**src/rtl/preg_freelist_pkg.sv**
```systemverilog
// Shared rename-stage types for the physical register freelist.
// Pointer, address and depth definitions used by preg_freelist.
package preg_freelist_pkg;

    localparam int FREELIST_DEPTH = 32;

    typedef logic [5:0] preg_addr_t;
    typedef logic [4:0] creg_addr_t;
    // Bit 5 is the wrap bit, so full (32) and empty (0) are distinguishable.
    typedef logic [5:0] fl_ptr_t;

endpackage

```
**src/rtl/preg_freelist.sv**
```systemverilog
// Circular freelist of physical registers with speculative/commit heads for flush recovery.
// Optional FREELIST_STATS_EN adds a saturating stall_cycles counter output.
module preg_freelist
    import preg_freelist_pkg::*;
#(
    parameter int MACHINE_WIDTH = 2,
    parameter int PREG_NUM      = 64,
    parameter int CREG_NUM      = 32
) (
    input  logic                       clk,
    input  logic                       reset,
    input  logic [MACHINE_WIDTH-1:0]   alloc_req,
    output logic                       alloc_ok,
    output logic [MACHINE_WIDTH*6-1:0] alloc_preg,
    input  logic [MACHINE_WIDTH-1:0]   retire_valid,
    input  logic [MACHINE_WIDTH*6-1:0] retire_old_preg,
    input  logic                       flush,
    output logic [5:0]                 free_count
`ifdef FREELIST_STATS_EN
    ,
    output logic [31:0]                stall_cycles
`endif
);

    localparam int DEPTH = PREG_NUM - CREG_NUM;

    preg_addr_t r_entry [FREELIST_DEPTH];
    fl_ptr_t    r_spec_head;
    fl_ptr_t    r_commit_head;
    fl_ptr_t    r_tail;
    fl_ptr_t    r_free_count;

    fl_ptr_t    w_alloc_n;
    fl_ptr_t    w_alloc_rank [MACHINE_WIDTH];
    fl_ptr_t    w_ret_n;
    fl_ptr_t    w_ret_rank [MACHINE_WIDTH];
    fl_ptr_t    w_ret_eff;
    logic       w_retire_en;
    logic       w_alloc_ok;
    fl_ptr_t    w_tail_nxt;
    fl_ptr_t    w_commit_nxt;
    fl_ptr_t    w_spec_nxt;

    // Slot ranks compact the active requests/retires into consecutive buffer entries.
    always_comb begin
        w_alloc_n = '0;
        w_ret_n   = '0;
        for (int i = 0; i < MACHINE_WIDTH; i++) begin
            w_alloc_rank[i] = w_alloc_n;
            w_alloc_n       = w_alloc_n + fl_ptr_t'(alloc_req[i]);
            w_ret_rank[i]   = w_ret_n;
            w_ret_n         = w_ret_n + fl_ptr_t'(retire_valid[i]);
        end
    end

    always_comb begin
        alloc_preg = '0;
        for (int i = 0; i < MACHINE_WIDTH; i++) begin
            alloc_preg[i*6 +: 6] = r_entry[r_spec_head[4:0] + w_alloc_rank[i][4:0]];
        end
    end

    // A retire that would exceed the buffer capacity is dropped as a whole.
    always_comb begin
        w_alloc_ok   = !reset && !flush && (w_alloc_n <= r_free_count);
        w_retire_en  = ({1'b0, r_free_count} + {1'b0, w_ret_n}) <= 7'(DEPTH);
        w_ret_eff    = w_retire_en ? w_ret_n : '0;
        w_tail_nxt   = r_tail + w_ret_eff;
        w_commit_nxt = r_commit_head + w_ret_eff;
        if (flush) begin
            w_spec_nxt = w_commit_nxt;
        end else if (w_alloc_ok) begin
            w_spec_nxt = r_spec_head + w_alloc_n;
        end else begin
            w_spec_nxt = r_spec_head;
        end
    end

    assign alloc_ok   = w_alloc_ok;
    assign free_count = r_free_count;

    always_ff @(posedge clk) begin
        if (reset) begin
            for (int i = 0; i < FREELIST_DEPTH; i++) begin
                r_entry[i] <= preg_addr_t'(FREELIST_DEPTH + i);
            end
            r_spec_head   <= '0;
            r_commit_head <= '0;
            r_tail        <= fl_ptr_t'(FREELIST_DEPTH);
            r_free_count  <= fl_ptr_t'(FREELIST_DEPTH);
        end else begin
            if (w_retire_en) begin
                for (int i = 0; i < MACHINE_WIDTH; i++) begin
                    if (retire_valid[i]) begin
                        r_entry[r_tail[4:0] + w_ret_rank[i][4:0]] <= retire_old_preg[i*6 +: 6];
                    end
                end
            end
            r_spec_head   <= w_spec_nxt;
            r_commit_head <= w_commit_nxt;
            r_tail        <= w_tail_nxt;
            r_free_count  <= w_tail_nxt - w_spec_nxt;
        end
    end

`ifdef FREELIST_STATS_EN
    logic [31:0] r_stall_cycles;

    always_ff @(posedge clk) begin
        if (reset) begin
            r_stall_cycles <= '0;
        end else if ((alloc_req != '0) && !w_alloc_ok && !flush && (r_stall_cycles != '1)) begin
            r_stall_cycles <= r_stall_cycles + 32'd1;
        end
    end

    assign stall_cycles = r_stall_cycles;
`endif

endmodule

```
**config.mk**
```make
export PLATFORM = sky130hd
export DESIGN_NAME = preg_freelist
export DESIGN_NICKNAME = d
export VERILOG_FILES = /design/src/rtl/preg_freelist_pkg.sv /design/src/rtl/preg_freelist.sv
export SDC_FILE = /design/constraint.sdc
export NUM_CORES = 1
export LEC_CHECK = 0
export ABC_AREA = 1
export CAP_MARGIN = 5
export CELL_PAD_IN_SITES_DETAIL_PLACEMENT = 1
export CELL_PAD_IN_SITES_GLOBAL_PLACEMENT = 1
export CORE_MARGIN = 4
export CORE_UTILIZATION = 29
export CTS_CLUSTER_SIZE = 14
export DETAILED_ROUTE_END_ITERATION = 12
export PLACE_DENSITY_LB_ADDON = 0.1
export SLEW_MARGIN = 20
export SYNTH_ARGS = -nofsm -noshare
export SYNTH_HDL_FRONTEND = slang
export SYNTH_SLANG_ARGS = --single-unit
```
**constraint.sdc**
```tcl
create_clock -name clk -period 10.45 [get_ports clk]
set_clock_uncertainty 0.05 [all_clocks]
set_input_delay 1.5675 -clock clk [delete_from_list [all_inputs] [get_ports clk]]
set_output_delay 1.5675 -clock clk [all_outputs]
set_load 0.02 [all_outputs]
```
==> impl_metrics.json <==
{
  "status": "finished, final reports clean",
  "vias": 16080,
  "clk_pin_slew_ps": 50,
  "cts_hold_buffers": 0,
  "drtIter0Drc": 1479,
  "start_util": 0.2930,
  "fp.dieH_um": 238.6,
  "io_pins": 38,
  "drc_errors": 0,
  "fin_cells": 2828,
  "slew_viol_final": 0,
  "synth_nets": 2232,
  "syn_inst": 2187,
  "period_share": 0.6716,
  "crit_chain": "clkdlybuf4s50_1, ha_4, inv_2, nor2_1, o21ai_0, o211ai_1, nand2_1, nand2_1, nand2_1, clkdlybuf4s50_1",
  "rsz0062_at_grt": "no",
  "cpMostUsedCell": "nand2_1",
  "gp_routability_congestion": 0.8646,
  "finalHoldViolations": 0,
  "cts-buffers-inserted": 28,
  "drive_gt1_frac": 0.05234,
  "avgSynthCellArea_um2": 7.054,
  "clk_latency_ps": 580,
  "num_antenna_cells": 0,
  "cp_top_family": "buffers and inverters",
  "ys_ff_latch": 216,
  "port_buffers": 37,
  "grt_max_degree": 89,
  "die-area_um2": 56950,
  "grt_pass1_wl_um": 109400,
  "grt_pass1_vias": 16140,
  "cts.sinks": 216,
  "synth_area_um2": 15430,
  "dpl_cell_area_um2": 16320,
  "cp.arrival_ps": 5400,
  "fmax_mhz": 142.5,
  "worst_pin_slew_ps": 1196,
  "power_density_nw_per_um2": 199.5,
  "cts_max_path_buffers": 3,
  "setup_slack_ps": 3432,
  "critPathMaxFanout": 84,
  "wire_per_inst_um": 26.25,
  "tns_ps": 0,
  "setup_viol": 0,
  "hpwl_um": 48750,
  "ir_drop_mv": 0.1766,
  "timing.hold.ws_ps": 480.3,
  "post_cts_buffers": 0,
  "place_inst": 2776,
  "yosys.cell_types.count": 31,
  "final_cell_area_um2": 17250,
  "cp.required_ps": 8830,
  "viasPerCell": 5.685,
  "worstSetupPathType": "primary input to output port",
  "core_area_um2": 52660,
  "slowest_stage": "ha_4",
  "postCtsResizedCells": 0,
  "hold_path_class": "flop to flop",
  "dp_worst_setup_slack_ps": 3473,
  "htree_levels": 1,
  "cp-start-kind": "primary input",
  "die_w_um": 238.6,
  "fin_nets": 2163,
  "relSlewSlack": 0.2029,
  "syn2layout_area_growth_pct": 11.84,
  "row_count": 84,
  "drt_wl_total_um": 74230,
  "overflow": 0,
  "drv_cap": 0,
  "slowest_delay_ps": 880,
  "cts_tree": "built",
  "firstDrtPassIters": 6,
  "worst_setup_path_end_kind": "output port",
  "min_period_ps": 7018,
  "fill_cells": 6454,
  "grt_use_total": 0.2553,
  "p_leak_nw": 6.144,
  "yosysSeqAreaShare": 0.4049,
  "yosysWarnings": 0,
  "antenna_found_initial": 1,
  "critPathBufInv": 3,
  "ant_nets": 0,
  "cts-root-buf": "clkbuf_16"
}
-- flip-flops by register name, summed over array words and instances, names as in the netlist --
name and flops:
free_count 6, r_spec_head 6, r_commit_head 6, r_entry 192
r_tail 6
-- power breakdown --
group | total [mW] | switching (mW) | internal (mW)
Sequential | 1.04 | 0.0569 | 0.980
Combinational | 1.39 | 1.05 | 0.340
Clock | 1.01 | 0.413 | 0.598
-- cells in the mapped netlist, drive strengths merged --
| library cell | number | area share |
|---|---|---|
| a21oi | 101 | 0.033 |
| a31oi | 1 | 0.00041 |
| and3 | 1 | 0.00041 |
| buf | 37 | 0.011 |
| clkbuf | 137 | 0.033 |
| clkinv | 4 | 0.00097 |
| dfxtp | 24 | 0.031 |
| edfxtp | 192 | 0.37 |
| fa | 5 | 0.0065 |
| ha | 21 | 0.017 |
| inv | 135 | 0.033 |
| nand2 | 464 | 0.11 |
| nand3 | 335 | 0.11 |
| nand3b | 3 | 0.0015 |
| nand4 | 67 | 0.027 |
| nor2 | 260 | 0.065 |
| nor3 | 2 | 0.00065 |
| o211ai | 64 | 0.031 |
| o21a | 1 | 0.00049 |
| o21ai | 310 | 0.10 |
| o22ai | 10 | 0.0041 |
| or2 | 3 | 0.0012 |
| xnor2 | 3 | 0.0017 |
| xor2 | 7 | 0.0040 |
-- layer usage --
| layer | track usage | vias to the layer above | wire length [um] |
|---|---|---|---|
| li1 | - | 7417 | - |
| met1 | 0.3457 | 8015 | 32900 |
| met2 | 0.4216 | 519 | 34690 |
| met3 | 0.03922 | 126 | 4165 |
| met4 | 0.07916 | 0 | 2481 |
| met5 | 0 | - | 0 |
-- tightest hold or removal path, stage by stage (launching register included) --
cell,delay (ps)
dfxtp_1,310
nand2_1,80
nand2_1,70
nand2_1,50
-- layout make-up --
cell class | instances | area [um2] | share of cell area
Timing Repair Buffer | 75 | 645.6 | 0.03742
Inverter | 139 | 521.8 | 0.03024
Sequential cell | 216 | 6251 | 0.3623
Clock buffer | 36 | 782.0 | 0.04533
Clock inverter | 16 | 155.1 | 0.008993
Multi-Input combinational cell | 1658 | 8036 | 0.4658
Tap cell | 688 | 860.8 | 0.04989
-- kinds of logic (layout without fill, tap and decap cells) --
logic type / Yosys count / after routing / synth area share
AND/OR/NAND/NOR: 1135 / 1135 / 0.3180
AO/OA/AOI/OAI: 487 / 487 / 0.1697
buffers and inverters: 313 / 266 / 0.07819
flip-flops: 216 / 216 / 0.4049
adder cells (fa/ha/maj): 26 / 26 / 0.02352
XOR/XNOR: 10 / 10 / 0.005678
-- path summary, 6_finish.rpt --
path | startpoint | endpoint | slack, ps | cells after the start
setup / recovery | alloc_req[0] | alloc_preg[8] | 3430 | 10
hold / removal | r_tail[5] | r_tail[5] | 480 | 3
setup reg to reg | free_count[0] | free_count[5] | 5550 | 24
hold reg to reg | r_tail[5] | r_tail[5] | 480 | 3
-- metrics by stage --
stage / power [mW] / utilization
2_1_floorplan: 1.848 / -
3_3_place_gp: 2.416 / 0.3099
3_5_place_dp: 2.433 / 0.3099
4_1_cts: 3.448 / 0.3277
5_1_grt: 3.613 / 0.3277
6_report: 3.442 / 0.3277
-- layout by cell type (no fill, tap or decap), drive strengths merged, types with 5 or more instances in the layout --
cell             n
nand2          464
nand3          335
o21ai          310
nor2           260
edfxtp         192
inv            134
a21oi          101
nand4           67
o211ai          64
buf             39
clkbuf          37
clkdlybuf4s50   35
dfxtp           24
ha              21
clkinv          16
o22ai           10
xor2             7
fa               5
(Power assumes the default switching activity.)
